$ cat src/rtl/qspinor_pkg.sv
// rtl/qspinor_pkg.sv - shared states, PHY encodings and helpers for the QSPI NOR read sequencer (QSPINOR_CONT_EN adds ST_EXIT)
package qspinor_pkg;

    localparam logic [1:0] WID_X1 = 2'd0;
    localparam logic [1:0] WID_X2 = 2'd1;
    localparam logic [1:0] WID_X4 = 2'd2;

    localparam logic DIR_TO_NOR   = 1'b1;
    localparam logic DIR_FROM_NOR = 1'b0;

    localparam logic [7:0] MODE_CONT = 8'hA0;
    localparam logic [7:0] MODE_NONE = 8'h00;
    localparam logic [7:0] EXIT_BYTE = 8'hFF;

    typedef enum logic [3:0] {
        ST_IDLE,
        ST_CS_SETUP,
        ST_CMD,
        ST_ADDR,
        ST_MODE,
        ST_DUMMY,
        ST_DATA,
        ST_RESP,
`ifdef QSPINOR_CONT_EN
        ST_CS_GAP,
        ST_EXIT
`else
        ST_CS_GAP
`endif
    } state_t;

    // Everything the PHY needs to hold steady from trig until done.
    typedef struct packed {
        logic [7:0] dout;
        logic       dir;
        logic [1:0] wid;
    } phy_beat_t;

    function automatic phy_beat_t mk_beat(input logic [7:0] dout, input logic dir,
                                          input logic [1:0] wid);
        phy_beat_t b;
        b.dout = dout;
        b.dir  = dir;
        b.wid  = wid;
        return b;
    endfunction

    // Flash expects the address MSB first.
    function automatic logic [7:0] addr_byte(input logic [23:0] addr, input logic [2:0] idx);
        case (idx)
            3'd0:    return addr[23:16];
            3'd1:    return addr[15:8];
            default: return addr[7:0];
        endcase
    endfunction

endpackage

$ cat src/rtl/qspinor_rd_ctrl_if.sv
// rtl/qspinor_rd_ctrl_if.sv - request/response, PHY byte-engine and chip-select signals of the read sequencer
interface qspinor_rd_ctrl_if;
    logic        req_valid;
    logic        req_ready;
    logic [23:0] req_addr;
    logic [1:0]  req_len;
    logic        rsp_valid;
    logic [31:0] rsp_data;
    logic        phy_trig;
    logic        phy_done;
    logic [7:0]  phy_dout;
    logic [7:0]  phy_din;
    logic        phy_dir;
    logic [1:0]  phy_wid;
    logic        nor_csn;

    modport master (
        input  req_valid, req_addr, req_len, phy_done, phy_din,
        output req_ready, rsp_valid, rsp_data, phy_trig, phy_dout, phy_dir, phy_wid, nor_csn
    );

    modport slave (
        output req_valid, req_addr, req_len, phy_done, phy_din,
        input  req_ready, rsp_valid, rsp_data, phy_trig, phy_dout, phy_dir, phy_wid, nor_csn
    );
endinterface

$ cat src/rtl/qspinor_rd_ctrl.sv
// rtl/qspinor_rd_ctrl.sv - Fast Read Quad I/O sequencer over a byte PHY; QSPINOR_CONT_EN enables continuous-read (XIP) mode
module qspinor_rd_ctrl
    import qspinor_pkg::*;
#(
    parameter logic [7:0] CMD_QREAD    = 8'hEB,
    parameter int         DUMMY_BYTES  = 2,
    parameter int         CSN_HIGH_CYC = 4
) (
    input  logic              clk,
    input  logic              rst,
    qspinor_rd_ctrl_if.master bus
);

`ifdef QSPINOR_CONT_EN
    localparam logic [7:0] MODE_BYTE = MODE_CONT;
    localparam state_t     RST_STATE = ST_EXIT;
`else
    localparam logic [7:0] MODE_BYTE = MODE_NONE;
    localparam state_t     RST_STATE = ST_IDLE;
`endif
    localparam logic [2:0] DUMMY_LAST = 3'(DUMMY_BYTES - 1);
    localparam logic [3:0] GAP_LAST   = 4'(CSN_HIGH_CYC);

    state_t      state_q, state_d;
    logic [2:0]  cnt_q, cnt_d;
    logic [3:0]  gap_q, gap_d;
    logic [23:0] addr_q, addr_d;
    logic [1:0]  len_q, len_d;
    logic        ready_q, ready_d;
    logic        rsp_valid_q, rsp_valid_d;
    logic [31:0] rsp_data_q, rsp_data_d;
    logic        trig_q, trig_d;
    phy_beat_t   beat_q, beat_d;
    logic        csn_q, csn_d;
    logic        skip_cmd;
    logic        done_ok;
    logic        accept;

`ifdef QSPINOR_CONT_EN
    logic cont_q, cont_d;
    assign skip_cmd = cont_q;
`else
    assign skip_cmd = 1'b0;
`endif

    always_comb begin
        state_d     = state_q;
        cnt_d       = cnt_q;
        gap_d       = gap_q;
        addr_d      = addr_q;
        len_d       = len_q;
        ready_d     = 1'b0;
        rsp_valid_d = 1'b0;
        rsp_data_d  = rsp_data_q;
        trig_d      = 1'b0;
        beat_d      = beat_q;
        csn_d       = csn_q;
`ifdef QSPINOR_CONT_EN
        cont_d      = cont_q;
`endif
        // A done in the trig cycle cannot belong to this byte, so it is ignored.
        done_ok = bus.phy_done && !trig_q;
        accept  = bus.req_valid && ready_q;

        case (state_q)
            ST_IDLE: begin
                if (accept) begin
                    addr_d     = bus.req_addr;
                    len_d      = bus.req_len;
                    rsp_data_d = '0;
                    csn_d      = 1'b0;
                    state_d    = ST_CS_SETUP;
                end else begin
                    ready_d = 1'b1;
                end
            end
            ST_CS_SETUP: begin
                cnt_d  = 3'd0;
                trig_d = 1'b1;
                if (skip_cmd) begin
                    beat_d  = mk_beat(addr_byte(addr_q, 3'd0), DIR_TO_NOR, WID_X4);
                    state_d = ST_ADDR;
                end else begin
                    beat_d  = mk_beat(CMD_QREAD, DIR_TO_NOR, WID_X1);
                    state_d = ST_CMD;
                end
            end
            ST_CMD: begin
                if (done_ok) begin
                    cnt_d   = 3'd0;
                    trig_d  = 1'b1;
                    beat_d  = mk_beat(addr_byte(addr_q, 3'd0), DIR_TO_NOR, WID_X4);
                    state_d = ST_ADDR;
                end
            end
            ST_ADDR: begin
                if (done_ok) begin
                    trig_d = 1'b1;
                    if (cnt_q == 3'd2) begin
                        beat_d  = mk_beat(MODE_BYTE, DIR_TO_NOR, WID_X4);
                        state_d = ST_MODE;
                    end else begin
                        cnt_d  = cnt_q + 3'd1;
                        beat_d = mk_beat(addr_byte(addr_q, cnt_q + 3'd1), DIR_TO_NOR, WID_X4);
                    end
                end
            end
            ST_MODE: begin
                if (done_ok) begin
                    cnt_d   = 3'd0;
                    trig_d  = 1'b1;
                    beat_d  = mk_beat(8'h00, DIR_FROM_NOR, WID_X4);
                    state_d = ST_DUMMY;
                end
            end
            ST_DUMMY: begin
                if (done_ok) begin
                    trig_d = 1'b1;
                    beat_d = mk_beat(8'h00, DIR_FROM_NOR, WID_X4);
                    if (cnt_q == DUMMY_LAST) begin
                        cnt_d   = 3'd0;
                        state_d = ST_DATA;
                    end else begin
                        cnt_d = cnt_q + 3'd1;
                    end
                end
            end
            ST_DATA: begin
                if (done_ok) begin
                    rsp_data_d[{cnt_q[1:0], 3'b000} +: 8] = bus.phy_din;
                    if (cnt_q == {1'b0, len_q}) begin
                        rsp_valid_d = 1'b1;
                        csn_d       = 1'b1;
                        gap_d       = 4'd1;
                        state_d     = ST_RESP;
                    end else begin
                        cnt_d  = cnt_q + 3'd1;
                        trig_d = 1'b1;
                        beat_d = mk_beat(8'h00, DIR_FROM_NOR, WID_X4);
                    end
                end
            end
            ST_RESP: begin
`ifdef QSPINOR_CONT_EN
                cont_d = 1'b1;
`endif
                gap_d   = gap_q + 4'd1;
                state_d = ST_CS_GAP;
            end
            ST_CS_GAP: begin
                // gap_q counts cycles since nor_csn rose, that cycle being 1.
                if (gap_q >= GAP_LAST) begin
                    ready_d = 1'b1;
                    state_d = ST_IDLE;
                end else begin
                    gap_d = gap_q + 4'd1;
                end
            end
`ifdef QSPINOR_CONT_EN
            ST_EXIT: begin
                // cnt_q steps: 0 drop csn, 1 launch the release byte, 2 wait for it.
                case (cnt_q)
                    3'd0: begin
                        csn_d = 1'b0;
                        cnt_d = 3'd1;
                    end
                    3'd1: begin
                        trig_d = 1'b1;
                        beat_d = mk_beat(EXIT_BYTE, DIR_TO_NOR, WID_X4);
                        cnt_d  = 3'd2;
                    end
                    default: begin
                        if (done_ok) begin
                            csn_d   = 1'b1;
                            gap_d   = 4'd1;
                            state_d = ST_CS_GAP;
                        end
                    end
                endcase
            end
`endif
            default: state_d = ST_IDLE;
        endcase
    end

    always_ff @(posedge clk) begin
        if (rst) begin
            state_q     <= RST_STATE;
            cnt_q       <= 3'd0;
            gap_q       <= 4'd0;
            addr_q      <= 24'd0;
            len_q       <= 2'd0;
            ready_q     <= 1'b0;
            rsp_valid_q <= 1'b0;
            rsp_data_q  <= 32'd0;
            trig_q      <= 1'b0;
            beat_q      <= mk_beat(8'h00, DIR_TO_NOR, WID_X1);
            csn_q       <= 1'b1;
`ifdef QSPINOR_CONT_EN
            cont_q      <= 1'b0;
`endif
        end else begin
            state_q     <= state_d;
            cnt_q       <= cnt_d;
            gap_q       <= gap_d;
            addr_q      <= addr_d;
            len_q       <= len_d;
            ready_q     <= ready_d;
            rsp_valid_q <= rsp_valid_d;
            rsp_data_q  <= rsp_data_d;
            trig_q      <= trig_d;
            beat_q      <= beat_d;
            csn_q       <= csn_d;
`ifdef QSPINOR_CONT_EN
            cont_q      <= cont_d;
`endif
        end
    end

    assign bus.req_ready = ready_q;
    assign bus.rsp_valid = rsp_valid_q;
    assign bus.rsp_data  = rsp_data_q;
    assign bus.phy_trig  = trig_q;
    assign bus.phy_dout  = beat_q.dout;
    assign bus.phy_dir   = beat_q.dir;
    assign bus.phy_wid   = beat_q.wid;
    assign bus.nor_csn   = csn_q;

endmodule

$ cat src/flat_wrapper.sv
// flat-port wrapper written by rule: the top's interface ports become plain ports
module qspinor_rd_ctrl_flat import qspinor_pkg::*;
#(
    parameter logic [7:0] CMD_QREAD    = 8'hEB,
    parameter int         DUMMY_BYTES  = 2,
    parameter int         CSN_HIGH_CYC = 4
)
  (clk, rst, bus_req_valid, bus_req_addr, bus_req_len, bus_phy_done, bus_phy_din, bus_req_ready, bus_rsp_valid, bus_rsp_data, bus_phy_trig, bus_phy_dout, bus_phy_dir, bus_phy_wid, bus_nor_csn);
  qspinor_rd_ctrl_if bus_i ();
  input  logic clk;
  input  logic rst;
  input wire logic [$bits(bus_i.req_valid)-1:0] bus_req_valid;
  input wire logic [$bits(bus_i.req_addr)-1:0] bus_req_addr;
  input wire logic [$bits(bus_i.req_len)-1:0] bus_req_len;
  input wire logic [$bits(bus_i.phy_done)-1:0] bus_phy_done;
  input wire logic [$bits(bus_i.phy_din)-1:0] bus_phy_din;
  output wire logic [$bits(bus_i.req_ready)-1:0] bus_req_ready;
  output wire logic [$bits(bus_i.rsp_valid)-1:0] bus_rsp_valid;
  output wire logic [$bits(bus_i.rsp_data)-1:0] bus_rsp_data;
  output wire logic [$bits(bus_i.phy_trig)-1:0] bus_phy_trig;
  output wire logic [$bits(bus_i.phy_dout)-1:0] bus_phy_dout;
  output wire logic [$bits(bus_i.phy_dir)-1:0] bus_phy_dir;
  output wire logic [$bits(bus_i.phy_wid)-1:0] bus_phy_wid;
  output wire logic [$bits(bus_i.nor_csn)-1:0] bus_nor_csn;
  assign bus_i.req_valid = bus_req_valid;
  assign bus_i.req_addr = bus_req_addr;
  assign bus_i.req_len = bus_req_len;
  assign bus_i.phy_done = bus_phy_done;
  assign bus_i.phy_din = bus_phy_din;
  assign bus_req_ready = bus_i.req_ready;
  assign bus_rsp_valid = bus_i.rsp_valid;
  assign bus_rsp_data = bus_i.rsp_data;
  assign bus_phy_trig = bus_i.phy_trig;
  assign bus_phy_dout = bus_i.phy_dout;
  assign bus_phy_dir = bus_i.phy_dir;
  assign bus_phy_wid = bus_i.phy_wid;
  assign bus_nor_csn = bus_i.nor_csn;
  qspinor_rd_ctrl #(.CMD_QREAD(CMD_QREAD), .DUMMY_BYTES(DUMMY_BYTES), .CSN_HIGH_CYC(CSN_HIGH_CYC)) u_core (.clk(clk), .rst(rst), .bus(bus_i));
endmodule
$ cat config.mk
export PLATFORM = sky130hd
export DESIGN_NAME = qspinor_rd_ctrl_flat
export DESIGN_NICKNAME = d
export VERILOG_FILES = /design/src/rtl/qspinor_pkg.sv /design/src/rtl/qspinor_rd_ctrl_if.sv /design/src/rtl/qspinor_rd_ctrl.sv /design/src/flat_wrapper.sv
export SDC_FILE = /design/constraint.sdc
export NUM_CORES = 1
export LEC_CHECK = 0
export ABC_CLOCK_PERIOD_IN_PS = 2700
export CORE_MARGIN = 2
export CORE_UTILIZATION = 50
export DETAILED_ROUTE_END_ITERATION = 7
export PLACE_DENSITY_LB_ADDON = 0.3
export SYNTH_ARGS = -nofsm -noshare
export SYNTH_HDL_FRONTEND = slang
export SYNTH_SLANG_ARGS = --single-unit
$ cat constraint.sdc
create_clock -name clk -period 2.7 [get_ports clk]
set_input_delay 0.675 -clock clk [delete_from_list [all_inputs] [get_ports clk]]
set_output_delay 0.675 -clock clk [all_outputs]
set_load 0.01 [all_outputs]
==> results.sh <==
export IMPL_worstSetupPathType="flop to flop"
export IMPL_insertion_delay_ns=0.36
export IMPL_die_x_um=89.8
export IMPL_dp_hpwl_mm=6.79
export IMPL_cp_max_fo=10
export IMPL_netlist_top_cells_count="nand2_1 (91), dfxtp_1 (83), a21oi_1 (60)"
export IMPL_die_area_um2=8070
export IMPL_p_sw_mw=1.20
export IMPL_synthSimpleGateAreaFrac_pct=24.7
export IMPL_htree_levels=3
export IMPL_holdCritPathClass="flop to flop"
export IMPL_ys_types=51
export IMPL_drc_errors=0
export IMPL_worstPathArrival_ns=2.69
export IMPL_nets=571
export IMPL_areaGrowthSynthToFinish_pct=29.7
export IMPL_pwr_share_comb_pct=30.4
export IMPL_yosys_area_top_type="dfxtp_1"
export IMPL_skew_ns=0.00909
export IMPL_max_slew_worst_pin_slew_ns=0.628
export IMPL_setup_viol=0
export IMPL_antenna_cells=0
export IMPL_status="complete, no violations"
export IMPL_drt_iter0_markers=193
export IMPL_netlist_area_um2=3680
export IMPL_routed_wl_mm=9.44
export IMPL_cts_setup_buffers=0
export IMPL_synthArstFlopShare_pct=0
export IMPL_numCtsBuffers=9
export IMPL_ys_flop_type="dfxtp_1"
export IMPL_critPathCaptureType="flop"
export IMPL_drv_cap=0
export IMPL_hold_buffers=0
export IMPL_cp_start_kind="flop"
export IMPL_final_hold_viol_count=0
export IMPL_io_buffers=83
export IMPL_viasPerCell=5.59
export IMPL_timing_fmax_ghz=0.419
export IMPL_routed_via_count=3514
export IMPL_synth_area_leaders="dfxtp_1 (45%), nand2_1 (9.3%), a21oi_1 (8.2%)"
export IMPL_layout_drive_gt1_share_pct=7.74
export IMPL_r2r_setup_slack_ns=0.31
export IMPL_synth_edf_count=0
export IMPL_ioPinCount=85
export IMPL_avgRoutedWirePerCell_um=15.0
export IMPL_seqPwrFrac_pct=44.4
export IMPL_synth_xor_area_share_pct=0.951
export IMPL_cts_root_buf="clkbuf_8"
export IMPL_first_global_vias=3283
export IMPL_coreArea_um2=7180
export IMPL_yosys_warnings=0
export IMPL_yosysMostFrequentCell="nand2_1"
export IMPL_swShare_pct=35.9
export IMPL_die_h_um=89.8
export IMPL_drt_antenna_violating_nets=0
export IMPL_synth_top_family_by_area="simple AND/OR/NAND/NOR gates"
export IMPL_ir_drop_mv=0.332
export IMPL_tritoncts="built"
export IMPL_min_delay_start="u_core.addr_q[17]"
export IMPL_ys_seq_area_share_pct=45.1
export IMPL_startpoint="u_core.cnt_q[0]"
export IMPL_critPathRequiredTime_ns=3.00
export IMPL_slew_violations=0
export IMPL_synth_nets=492
export IMPL_clock_path_buffers=2
export IMPL_setup_tns_final_ns=0
export IMPL_finalCritPeriodShare_pct=88.5
export IMPL_total_power_mw=3.35
export IMPL_yosysTopAreaCellShare_pct=45.1
export IMPL_grt_overflow=0
export IMPL_syn_instance_count=446
export IMPL_p_per_area_nw_per_um2=700
export IMPL_slew_headroom_pct=58.1
export IMPL_synth_compound_area_share_pct=22.4
export IMPL_power_frac_clock_pct=25.2
export IMPL_clk_pin_slew_worst_paths_ns=0.09
export IMPL_cellLeakagePower_nw=1.61
export IMPL_grt_pass1_wl_mm=15.7
export IMPL_p_int_mw=2.15
export IMPL_final_min_clock_period_ns=2.39
export IMPL_avgSynthCellArea_um2=8.26
export IMPL_initial_utilization_pct=51.3
export IMPL_ctsResizeCount=0
export IMPL_r2r_start="u_core.cnt_q[0]"
export IMPL_row_count=31
export IMPL_place_congestion=0.875
export IMPL_grt_start_max_net_pins=46
export IMPL_antenna_found_initial=0
export IMPL_synth_adder_area_share_pct=2.72
export IMPL_grt_usage_pct=23.7
export IMPL_clock_sinks=83
export IMPL_rsz0062_at_grt="no"
export IMPL_first_pass_iters=5
export IMPL_yosys_register_bits=83
export IMPL_synthMuxAreaShare_pct=0.306
cell type report:
cell class,instances,area [um2]
fill,599,2400
multi-input combinational,331,1880
sequential,83,1660
timing repair buffer,92,893
clock buffer,10,138
tap,99,124
clock inverter,6,48.8
inverter,8,30.0
cell families after synthesis:
logic type	after synthesis
and+or+nand+nor	187
AOI/OAI and AO/OA	130
DFF	83
buffers and inverters	32
adders and majority gates	8
xor gates and xnor gates	4
other	1
muxes	1
power by group through the flow:
stage	logic, mW	clock network [mW]	registers (mW)
after floorplan	0.677	0	1.49
after detailed placement	1.01	0	1.51
after global placement	0.983	0	1.51
after global routing	1.12	0.906	1.50
final	1.02	0.843	1.49
after CTS	1.01	0.850	1.49
critical path, cell delays in order (launching register included):
cell and delay, ns:
dfxtp_1 0.57, inv_1 0.17, ha_1 0.32, or3_4 0.43
a2111oi_4 0.57, a22oi_1 0.16, nor2_1 0.11
flip-flops by register name, indices dropped and copies added (netlist names):
name / flops
u_core.bus.nor_csn: 1
u_core.addr_q: 24
u_core.bus.phy_trig: 1
u_core.bus.rsp_data: 32
u_core.state_q: 4
u_core.bus.req_ready: 1
u_core.gap_q: 4
u_core.len_q: 2
u_core.bus.phy_dir: 1
u_core.bus.phy_dout: 8
u_core.bus.rsp_valid: 1
u_core.cnt_q: 3
u_core.bus.phy_wid: 1
final timing paths:
path,end,cells after the start
max,u_core.bus.rsp_data[28],6
min,u_core.addr_q[17],2
max reg2reg,u_core.bus.rsp_data[28],6
min reg2reg,u_core.addr_q[17],2
cells in the final DEF, fill, tap and decap left out, drive strengths merged, types with 2 or more instances in the layout:
cell type / n
ha: 8
and2: 2
or3: 2
nand4: 2
nor4bb: 3
xor2: 3
nand2b: 6
nand3: 21
nor4: 4
buf: 10
a2bb2oi: 2
nor2b: 3
clkdlybuf4s50: 82
a21oi: 60
a31oi: 7
nor4b: 3
o21ai: 16
clkinvlp: 3
or4: 2
inv: 9
clkbuf: 10
a21o: 3
o31ai: 2
o32ai: 4
o21a: 3
dfxtp: 83
a22oi: 24
nor2: 27
clkinv: 2
a211oi: 3
nand2: 91
nor3: 10
or2: 7
metal layers:
metal	share of wire [%]	global-route usage (%)	routed length [um]
met3	5.2	3.44	494
met5	0	0	0
met1	44	31.3	4200
met2	49	39.2	4590
met4	1.6	9.36	148
through the flow:
| step | hold slack, ns | utilization, % | std cells | instance area [um2] | worst slack (ns) |
|---|---|---|---|---|---|
| floorplan | 0.436 | - | 446 | 3680 | 0.643 |
| global placement | 0.442 | 64.0 | 613 | 4590 | 0.263 |
| detailed placement | 0.448 | 64.0 | 613 | 4590 | 0.193 |
| CTS | 0.460 | 66.6 | 629 | 4780 | 0.337 |
| global route | 0.478 | 66.6 | 629 | 4780 | 0.158 |
| finish | 0.460 | 66.6 | 629 | 4780 | 0.311 |
Note: power is estimated with default switching activity, not from simulation.
